**src/rtl/muldiv_seq.sv**
```systemverilog
// muldiv_seq: sequential 32x32 multiply / divide unit for R-type MUL/MUH/DIV/MOD (signed and unsigned).
// Latency: start accepted at edge E -> done_o high E+34..E+35; divide-by-zero / signed overflow E+2..E+3.
// Backpressure: no handshake; stall_o freezes the pipeline while busy or on the accepting cycle, flush_i aborts.
//
// Ports:
//   sys_clk, rst_n        clock, async active-low reset
//   start_i, func_i,      request, func field (0110xx), selector (2 = low/quotient, 3 = high/remainder)
//   shift_amt_i
//   op_a_i, op_b_i        rs / rt operands
//   flush_i               abort in-flight operation (also drops a same-cycle start)
//   busy_o, stall_o       busy in CALC/FIX; stall = busy or start accepted (combinational)
//   done_o, illegal_o     one-cycle pulses
//   result_o              registered result, updated only in FIX
module muldiv_seq (
  input  logic        sys_clk,
  input  logic        rst_n,
  input  logic        start_i,
  input  logic [5:0]  func_i,
  input  logic [4:0]  shift_amt_i,
  input  logic [31:0] op_a_i,
  input  logic [31:0] op_b_i,
  input  logic        flush_i,
  output logic        busy_o,
  output logic        stall_o,
  output logic        done_o,
  output logic [31:0] result_o,
  output logic        illegal_o
);

  typedef enum logic [1:0] {
    IDLE = 2'd0,
    CALC = 2'd1,
    FIX  = 2'd2,
    DONE = 2'd3
  } state_e;

  state_e      state_q, state_d;
  logic [4:0]  cnt_q;
  logic        prep_q;      // first CALC cycle: form magnitudes, detect special cases
  logic [1:0]  op_q;        // func[1:0]: bit1 = divide, bit0 = unsigned
  logic        sel_q;       // 0 = low product / quotient, 1 = high product / remainder
  logic [31:0] a_q, b_q;    // raw operands as latched
  logic [31:0] mag_q;       // multiplicand magnitude or divisor magnitude
  logic [63:0] acc_q;       // mul: {partial high, multiplier}; div: [31:0] dividend/quotient
  logic [32:0] rem_q;       // partial remainder
  logic        neg_res_q, neg_rem_q, special_q;
  logic [31:0] result_q;
  logic        illegal_q;

  logic can_start, start_legal, start_acc, start_rej;
  logic is_div, is_signed;
  logic [31:0] mag_a, mag_b;
  logic div_zero, div_ovf, special;
  logic [31:0] sp_quo, sp_rem;

  assign can_start   = (state_q == IDLE) || (state_q == DONE);
  assign start_legal = (func_i[5:2] == 4'b0110) &&
                       ((shift_amt_i == 5'd2) || (shift_amt_i == 5'd3));
  // A flush in the same cycle drops the start entirely, legal or not.
  assign start_acc   = can_start && start_i && !flush_i && start_legal;
  assign start_rej   = can_start && start_i && !flush_i && !start_legal;

  assign is_div    = op_q[1];
  assign is_signed = ~op_q[0];
  assign mag_a     = (is_signed && a_q[31]) ? (32'd0 - a_q) : a_q;
  assign mag_b     = (is_signed && b_q[31]) ? (32'd0 - b_q) : b_q;

  assign div_zero = is_div && (b_q == 32'd0);
  assign div_ovf  = is_div && is_signed && (a_q == 32'h8000_0000) && (b_q == 32'hFFFF_FFFF);
  assign special  = div_zero || div_ovf;
  assign sp_quo   = div_zero ? 32'hFFFF_FFFF : 32'h8000_0000;
  assign sp_rem   = div_zero ? a_q : 32'd0;

  // One iteration of shift-add multiply or restoring divide.
  logic [32:0] mul_sum;
  logic [33:0] div_shift, div_diff;
  logic [63:0] acc_step;
  logic [32:0] rem_step;

  always_comb begin
    mul_sum   = {1'b0, acc_q[63:32]} + {1'b0, (acc_q[0] ? mag_q : 32'd0)};
    div_shift = {rem_q, acc_q[31]};
    div_diff  = div_shift - {2'b00, mag_q};
    if (is_div) begin
      // Borrow out of the trial subtraction means restore (quotient bit 0).
      acc_step = {acc_q[63:32], acc_q[30:0], ~div_diff[33]};
      rem_step = div_diff[33] ? div_shift[32:0] : div_diff[32:0];
    end else begin
      acc_step = {mul_sum, acc_q[31:1]};
      rem_step = rem_q;
    end
  end

  // Sign correction and half/word selection applied in FIX.
  logic [63:0] prod;
  logic [31:0] quo, rmd, fix_res;

  always_comb begin
    prod = neg_res_q ? (64'd0 - acc_q) : acc_q;
    quo  = (neg_res_q && !special_q) ? (32'd0 - acc_q[31:0]) : acc_q[31:0];
    rmd  = (neg_rem_q && !special_q) ? (32'd0 - rem_q[31:0]) : rem_q[31:0];
    if (is_div) begin
      fix_res = sel_q ? rmd : quo;
    end else begin
      fix_res = sel_q ? prod[63:32] : prod[31:0];
    end
  end

  // FSM: state register
  always_ff @(posedge sys_clk or negedge rst_n) begin
    if (!rst_n) begin
      state_q <= IDLE;
    end else begin
      state_q <= state_d;
    end
  end

  // FSM: next state
  always_comb begin
    state_d = state_q;
    case (state_q)
      IDLE, DONE: state_d = start_acc ? CALC : IDLE;
      CALC: begin
        if (flush_i) begin
          state_d = IDLE;
        end else if (prep_q) begin
          state_d = special ? FIX : CALC;
        end else if (cnt_q == 5'd31) begin
          state_d = FIX;
        end
      end
      FIX:     state_d = flush_i ? IDLE : DONE;
      default: state_d = IDLE;
    endcase
  end

  // FSM: outputs
  always_comb begin
    busy_o  = (state_q == CALC) || (state_q == FIX);
    done_o  = (state_q == DONE);
    stall_o = busy_o || start_acc;
  end

  assign result_o  = result_q;
  assign illegal_o = illegal_q;

  // Datapath
  always_ff @(posedge sys_clk or negedge rst_n) begin
    if (!rst_n) begin
      cnt_q     <= 5'd0;
      prep_q    <= 1'b0;
      op_q      <= 2'd0;
      sel_q     <= 1'b0;
      a_q       <= 32'd0;
      b_q       <= 32'd0;
      mag_q     <= 32'd0;
      acc_q     <= 64'd0;
      rem_q     <= 33'd0;
      neg_res_q <= 1'b0;
      neg_rem_q <= 1'b0;
      special_q <= 1'b0;
      result_q  <= 32'd0;
      illegal_q <= 1'b0;
    end else begin
      illegal_q <= start_rej;
      if (start_acc) begin
        a_q    <= op_a_i;
        b_q    <= op_b_i;
        op_q   <= func_i[1:0];
        sel_q  <= shift_amt_i[0];
        cnt_q  <= 5'd0;
        prep_q <= 1'b1;
      end else if ((state_q == CALC) && !flush_i) begin
        if (prep_q) begin
          prep_q    <= 1'b0;
          neg_res_q <= is_signed && (a_q[31] ^ b_q[31]);
          neg_rem_q <= is_signed && a_q[31];
          special_q <= special;
          if (special) begin
            acc_q <= {32'd0, sp_quo};
            rem_q <= {1'b0, sp_rem};
          end else if (is_div) begin
            acc_q <= {32'd0, mag_a};
            rem_q <= 33'd0;
            mag_q <= mag_b;
          end else begin
            acc_q <= {32'd0, mag_b};
            rem_q <= 33'd0;
            mag_q <= mag_a;
          end
        end else begin
          cnt_q <= cnt_q + 5'd1;
          acc_q <= acc_step;
          rem_q <= rem_step;
        end
      end else if ((state_q == FIX) && !flush_i) begin
        result_q <= fix_res;
      end
    end
  end

endmodule

```
**config.mk**
```make
export PLATFORM = sky130hd
export DESIGN_NAME = muldiv_seq
export DESIGN_NICKNAME = d
export VERILOG_FILES = /design/src/rtl/muldiv_seq.sv
export SDC_FILE = /design/constraint.sdc
export NUM_CORES = 1
export LEC_CHECK = 0
export BUFFER_PORTS_ARGS = -buffer_cell sky130_fd_sc_hd__clkbuf_2
export CORE_AREA = 8 8 260 262
export CTS_CLUSTER_SIZE = 24
export DETAILED_ROUTE_END_ITERATION = 8
export DIE_AREA = 0 0 268 270
export SYNTH_ARGS = -nofsm -noshare
export SYNTH_HDL_FRONTEND = slang
export SYNTH_SLANG_ARGS = --single-unit
```
**constraint.sdc**
```tcl
create_clock -name sys_clk -period 8.2 [get_ports sys_clk]
set_input_delay 0.82 -clock sys_clk [delete_from_list [all_inputs] [get_ports sys_clk]]
set_output_delay 0.82 -clock sys_clk [all_outputs]
set_load 0.02 [all_outputs]
```
Word level (Yosys, flattened, before mapping)
Cells that the tools add are included.
- flip-flop bits (word level): 240
- logic and storage cells: 110
- bits in latches: 0
- bits of input ports: 79
- bits in read-only memories: 0
- RAM bits: 0
- memories kept: 0
- output and inout bits: 36
- divide/modulo/power cells: 0
- multiply operators: 0
- shift operators: 0
- $lt $le $gt $ge: 0
- bitwise operators: 6
- multiplexer cells: 32
- reductions and logical operators: 36
- $add $sub $neg: 8
- eq/ne operators: 12
- operator list (cell ; number):
    $mux W32 ; 13
    $mux W64 ; 3
    $sub A1 B32 Y32 const A ; 4
    $mux W33 ; 3
    $eq A32 B32 Y1 const B ; 2
    $sub A1 B64 Y64 const A ; 1
    $sub A34 B32 Y34 ; 1
    $add A32 B32 Y33 ; 1
    $logic_not A32 Y1 ; 1
    $mux W31 ; 1
    $logic_and A1 B1 Y1 ; 16
    $mux W5 ; 3
    $reduce_and A3 Y1 ; 4
    $eq A5 B2 Y1 const B ; 2
    $mux W2 ; 5
    $pmux W2 S3 ; 1
    $add A5 B1 Y5 const B ; 1
    $eq A5 B5 Y1 const B ; 1
    $logic_or A1 B1 Y1 ; 5
    $not A1 Y1 ; 5
    $eq A2 B2 Y1 const B ; 2
    $eq A4 B3 Y1 const B ; 1
    $ne A4 B4 Y1 const B ; 1
    $reduce_and A2 Y1 ; 2
    other kinds (10) ; 15

Depth between registers and ports, before layout
- word-level depth: 9
- mapped depth: 15

Least setup slack after synthesis
Ideal clock, no wire load.
- kind: register to register
- start point: register acc_q[0]
- end point: register result_q[18], in the netlist result_o[18]
- data arrival time: 2.964 ns
- setup time: 0.083 ns
- cell stages (with the launch flop): 14
- slack: 5.153 ns
- period minus slack after synthesis: 3.047 ns
- cell sequence: dfrtp_1 clkinv_1 clkbuf_1 ha_1 nand2b_1 or3_1 nor3_1 nand3_1 or2_1 clkbuf_1 o31ai_1 xor2_1 mux4_2 o21ai_0
- cells in the longest elaborated chain, start to end: 4
- ends and longest elaborated chain (element ; line ; text):
    start, declared ; 44 ; logic [63:0] acc_q;
    start signal, assigned ; 180 ; acc_q <= {32'd0, sp_quo};
    start signal, assigned ; 183 ; acc_q <= {32'd0, mag_a};
    start signal, assigned ; 187 ; acc_q <= {32'd0, mag_b};
    $sub A1 B64 Y64 or $sub A1 B32 Y32 (tied branches) ; 99, 100 ;
    $mux W64 or $mux W32 (tied branches) ; 99, 100 ;
    $mux W32, on equally long branches ; 105, 103 ;
    $mux W32 (*) ; 102 ; if (is_div) begin
    end signal, assigned ; 197 ; result_q <= fix_res;
    end, declared ; 47 ; logic [31:0] result_q;
Every way passes the cells marked *; elsewhere a longest branch is shown, timed or not.
A chain may end at the register's enable or synchronous reset.

Worst setup path after layout
- start point: register b_q[2]
- end point: register acc_q[1]
- cells in the longest elaborated chain, start to end: 5
- ends and longest elaborated chain (element ; line ; text):
    start, declared ; 42 ; logic [31:0] a_q, b_q;
    start signal, assigned ; 168 ; b_q <= op_b_i;
    $logic_not A32 Y1 or $eq A32 B32 Y1 (tied branches) ; 68, 69 ;
    $logic_and A1 B1 Y1, on equally long branches ; 68, 69 ;
    $mux W31 or $logic_or A1 B1 Y1 (tied branches) ; 71, 70 ;
    $mux W32 (*) ; 179 ; if (special) begin
    $mux W64 (*) ; 174 ; if (prep_q) begin
Marks and branches as above.

==> impl_metrics.json <==
{
  "maxCapViolations": 0,
  "cpMostUsedCell": "nor4_4",
  "critical_path.max_stage_delay_ps": 880,
  "die_area_sq_mm": 0.0724,
  "wl_met3_um": 5350,
  "wl_per_cell_um": 20.8,
  "gp_congestion": 0.938,
  "hold_buffers": 0,
  "synthTopCellsByArea": "dfrtp_1 32%, o21ai_0 6.7%, nand2_1 5.2%",
  "fin_nets": 2467,
  "rsz0062_at_grt": "false",
  "core_area_sq_mm": 0.0636,
  "power_density_mw_per_mm2": 157,
  "grtUsageTotal_pct": 17.7,
  "layoutNonFillerInstCount": 3190,
  "final_common_cell": "nand2_1",
  "drt-met1-wl_um": 32200,
  "path_class": "register to register",
  "final_cell_mix": "261 x nand2_1, 253 x o21ai_0, 238 x dfrtp_1",
  "grt_overflow_total": 0,
  "worst_pin_slew_ps": 1200,
  "path_cells": "or4_1 > nor4_4 > nand2_1 > nor4_4 > and4b_1 > nand2b_1 > o21ai_0 > a31oi_1",
  "cp_slowest_cell": "nand2b_1",
  "placed_cells": 3136,
  "synth_area_per_cell_sq_um": 8.17,
  "drv_slew": 0,
  "worstPathMaxFanout": 23,
  "intPower_mw": 2.28,
  "finClkSkew_ps": 19.8,
  "synth_area_sq_mm": 0.0188,
  "cts_tree": "built",
  "crit_path_start_kind": "register",
  "fin_area_sq_mm": 0.0211,
  "syn_inst": 2301,
  "wl_met2_um": 27300,
  "num_io_pins": 115,
  "p_switching_mw": 1.03,
  "total_power_mw": 3.31,
  "fin_tns_setup_ps": 0,
  "clock_latency_ps": 590,
  "synth_edf_count": 0,
  "antennaDiodeCount": 0,
  "cts.sink_count": 240,
  "ys_seq_area_share_pct": 31.9,
  "final_core_util_pct": 33.1,
  "cts_buffer_depth": 3,
  "post-route-drc-count": 0,
  "antenna_found_initial": 1,
  "yosysUniqueCellTypes": 84,
  "setup_viol": 0,
  "cts_setup_buffers": 0,
  "grt_pass1_vias": 16300,
  "totalWireLength_um": 66300,
  "grt_pass1_wl_um": 101000,
  "crit_required_ps": 8690,
  "setup_slack_ps": 4170,
  "timing.fmax_ghz": 0.248,
  "ys_seq_elements": 240,
  "relSlewSlack_pct": 19.7,
  "pwr-share-comb_pct": 17.7,
  "ys.flop_type": "dfrtp_1",
  "synth_top_area_share_pct": 31.9,
  "syn-num-nets": 2456,
  "ir_drop_uv": 153,
  "htree_levels": 1,
  "swShare_pct": 31.1,
  "highest_layer": "met5",
  "synth_async_sr_flop_share_pct": 100,
  "crit_buf_inv": 0,
  "pre_cts_slack_ps": 4250,
  "areaGrowthSynthToFinish_pct": 12.0,
  "final_hold_viol_count": 0,
  "clockRootBuffer": "clkbuf_16",
  "row_count": 93,
  "worstPathArrival_ps": 4520,
  "drtIter0Drc": 1836,
  "dp.final_hpwl_um": 50400,
  "firstDrtPassIters": 6,
  "crit_family": "simple AND/OR/NAND/NOR gates",
  "layout-drive-gt1-share_pct": 13.3,
  "vias": 17500,
  "grt_max_degree": 147,
  "place_area_sq_mm": 0.0200,
  "synth_top_area_cell": "dfrtp_1",
  "cts_buffers": 29,
  "timing.final.crit_share_pct": 49.1,
  "ctsResizeCount": 0,
  "path_clk_slew_ps": 60,
  "ys_warn_count": 0,
  "seq_power_share_pct": 40.3,
  "floorplan.initialDensity_pct": 29.5,
  "io_buffers": 114,
  "die_h_um": 270,
  "die_x_um": 268,
  "hold_class": "primary input to async pin",
  "antenna_left": 0,
  "whs_ps": 280,
  "outcome": "finished, final reports clean",
  "fin_crit_ps": 4030,
  "vias_per_cell": 5.49,
  "critPathCaptureType": "register",
  "p_clk_share_pct": 42.0,
  "leakage_nw": 9.22
}
[final timing paths]
| check | start | endpoint | slack [ps] | cells after the start |
|---|---|---|---|---|
| max | b_q[2] | acc_q[1] | 4170 | 8 |
| min | rst_n | acc_q[36] | 280 | 1 |
| max reg2reg | b_q[2] | acc_q[1] | 4170 | 8 |
| min reg2reg | result_o[18] | result_o[18] | 480 | 2 |
| max in group asynchronous | rst_n | op_q[1] | 6420 | 2 |
| min in group sys_clk | op_b_i[17] | b_q[17] | 440 | 3 |
[area by class of cell]
type,count,area (sq um)
multi-input combinational,1843,12000
clock buffer,40,847
clock inverter,14,176
tap,855,1070
fill,6742,42600
inverter,64,240
sequential,240,6010
timing repair buffer,134,743
[power by group through the flow]
stage	registers, mW	logic (mW)	clock network, mW
floorplan	1.29	0.426	0
global placement	1.35	0.575	0
detailed placement	1.35	0.575	0
CTS	1.33	0.579	1.41
global route	1.34	0.642	1.45
finish	1.33	0.586	1.39
[synthesized netlist by cell type (10+ instances only)]
library cell,n
xnor2_1,98
buf_1,10
clkbuf_1,119
or4_1,15
o31ai_1,36
o21ai_0,253
nor2_1,212
o21ai_1,12
o221ai_1,11
buf_2,15
o22ai_1,14
a21oi_1,177
or3_1,19
o41ai_1,17
mux2_2,79
nand2_1,261
nand2b_1,30
nand3_1,30
inv_1,62
nor3_1,35
dfrtp_1,240
mux2i_1,26
a31oi_1,49
xor2_1,111
nand4_1,27
a21o_1,33
ha_1,74
o21a_1,18
a211oi_1,19
nor4_1,12
o211ai_1,31
nor2b_1,21
and3_1,11
[flip-flops by register name, summed over array words and instances (netlist names)]
register and count:
acc_q 64, rem_q 33, a_q 32, b_q 32, mag_q 32, result_o 32
cnt_q 5, op_q 2, state_q 2, illegal_o 1, neg_rem_q 1, neg_res_q 1
prep_q 1, sel_q 1, special_q 1
[cells by family after synthesis]
logic type	Yosys count	synth area share, %
AO/OA/AOI/OAI	725	23.4
AND/OR/NAND/NOR	721	18.2
flip-flops	240	31.9
buffers and inverters	218	4.67
XOR/XNOR	209	9.74
multiplexers	112	6.95
adder cells (fa/ha/maj)	76	5.14
[worst register-to-register path: stages (launching register included)]
cell,delay [ps]
dfrtp_1,450
or4_1,690
nor4_4,210
nand2_1,150
nor4_4,410
and4b_1,660
nand2b_1,880
o21ai_0,240
a31oi_1,250
[metal layers]
layer	GRT usage (%)	up-vias
met1	27.3	8357
met4	3.73	2
met5	0	-
met3	3.30	88
li1	-	8316
met2	24.9	743
(Power assumes the default switching activity.)
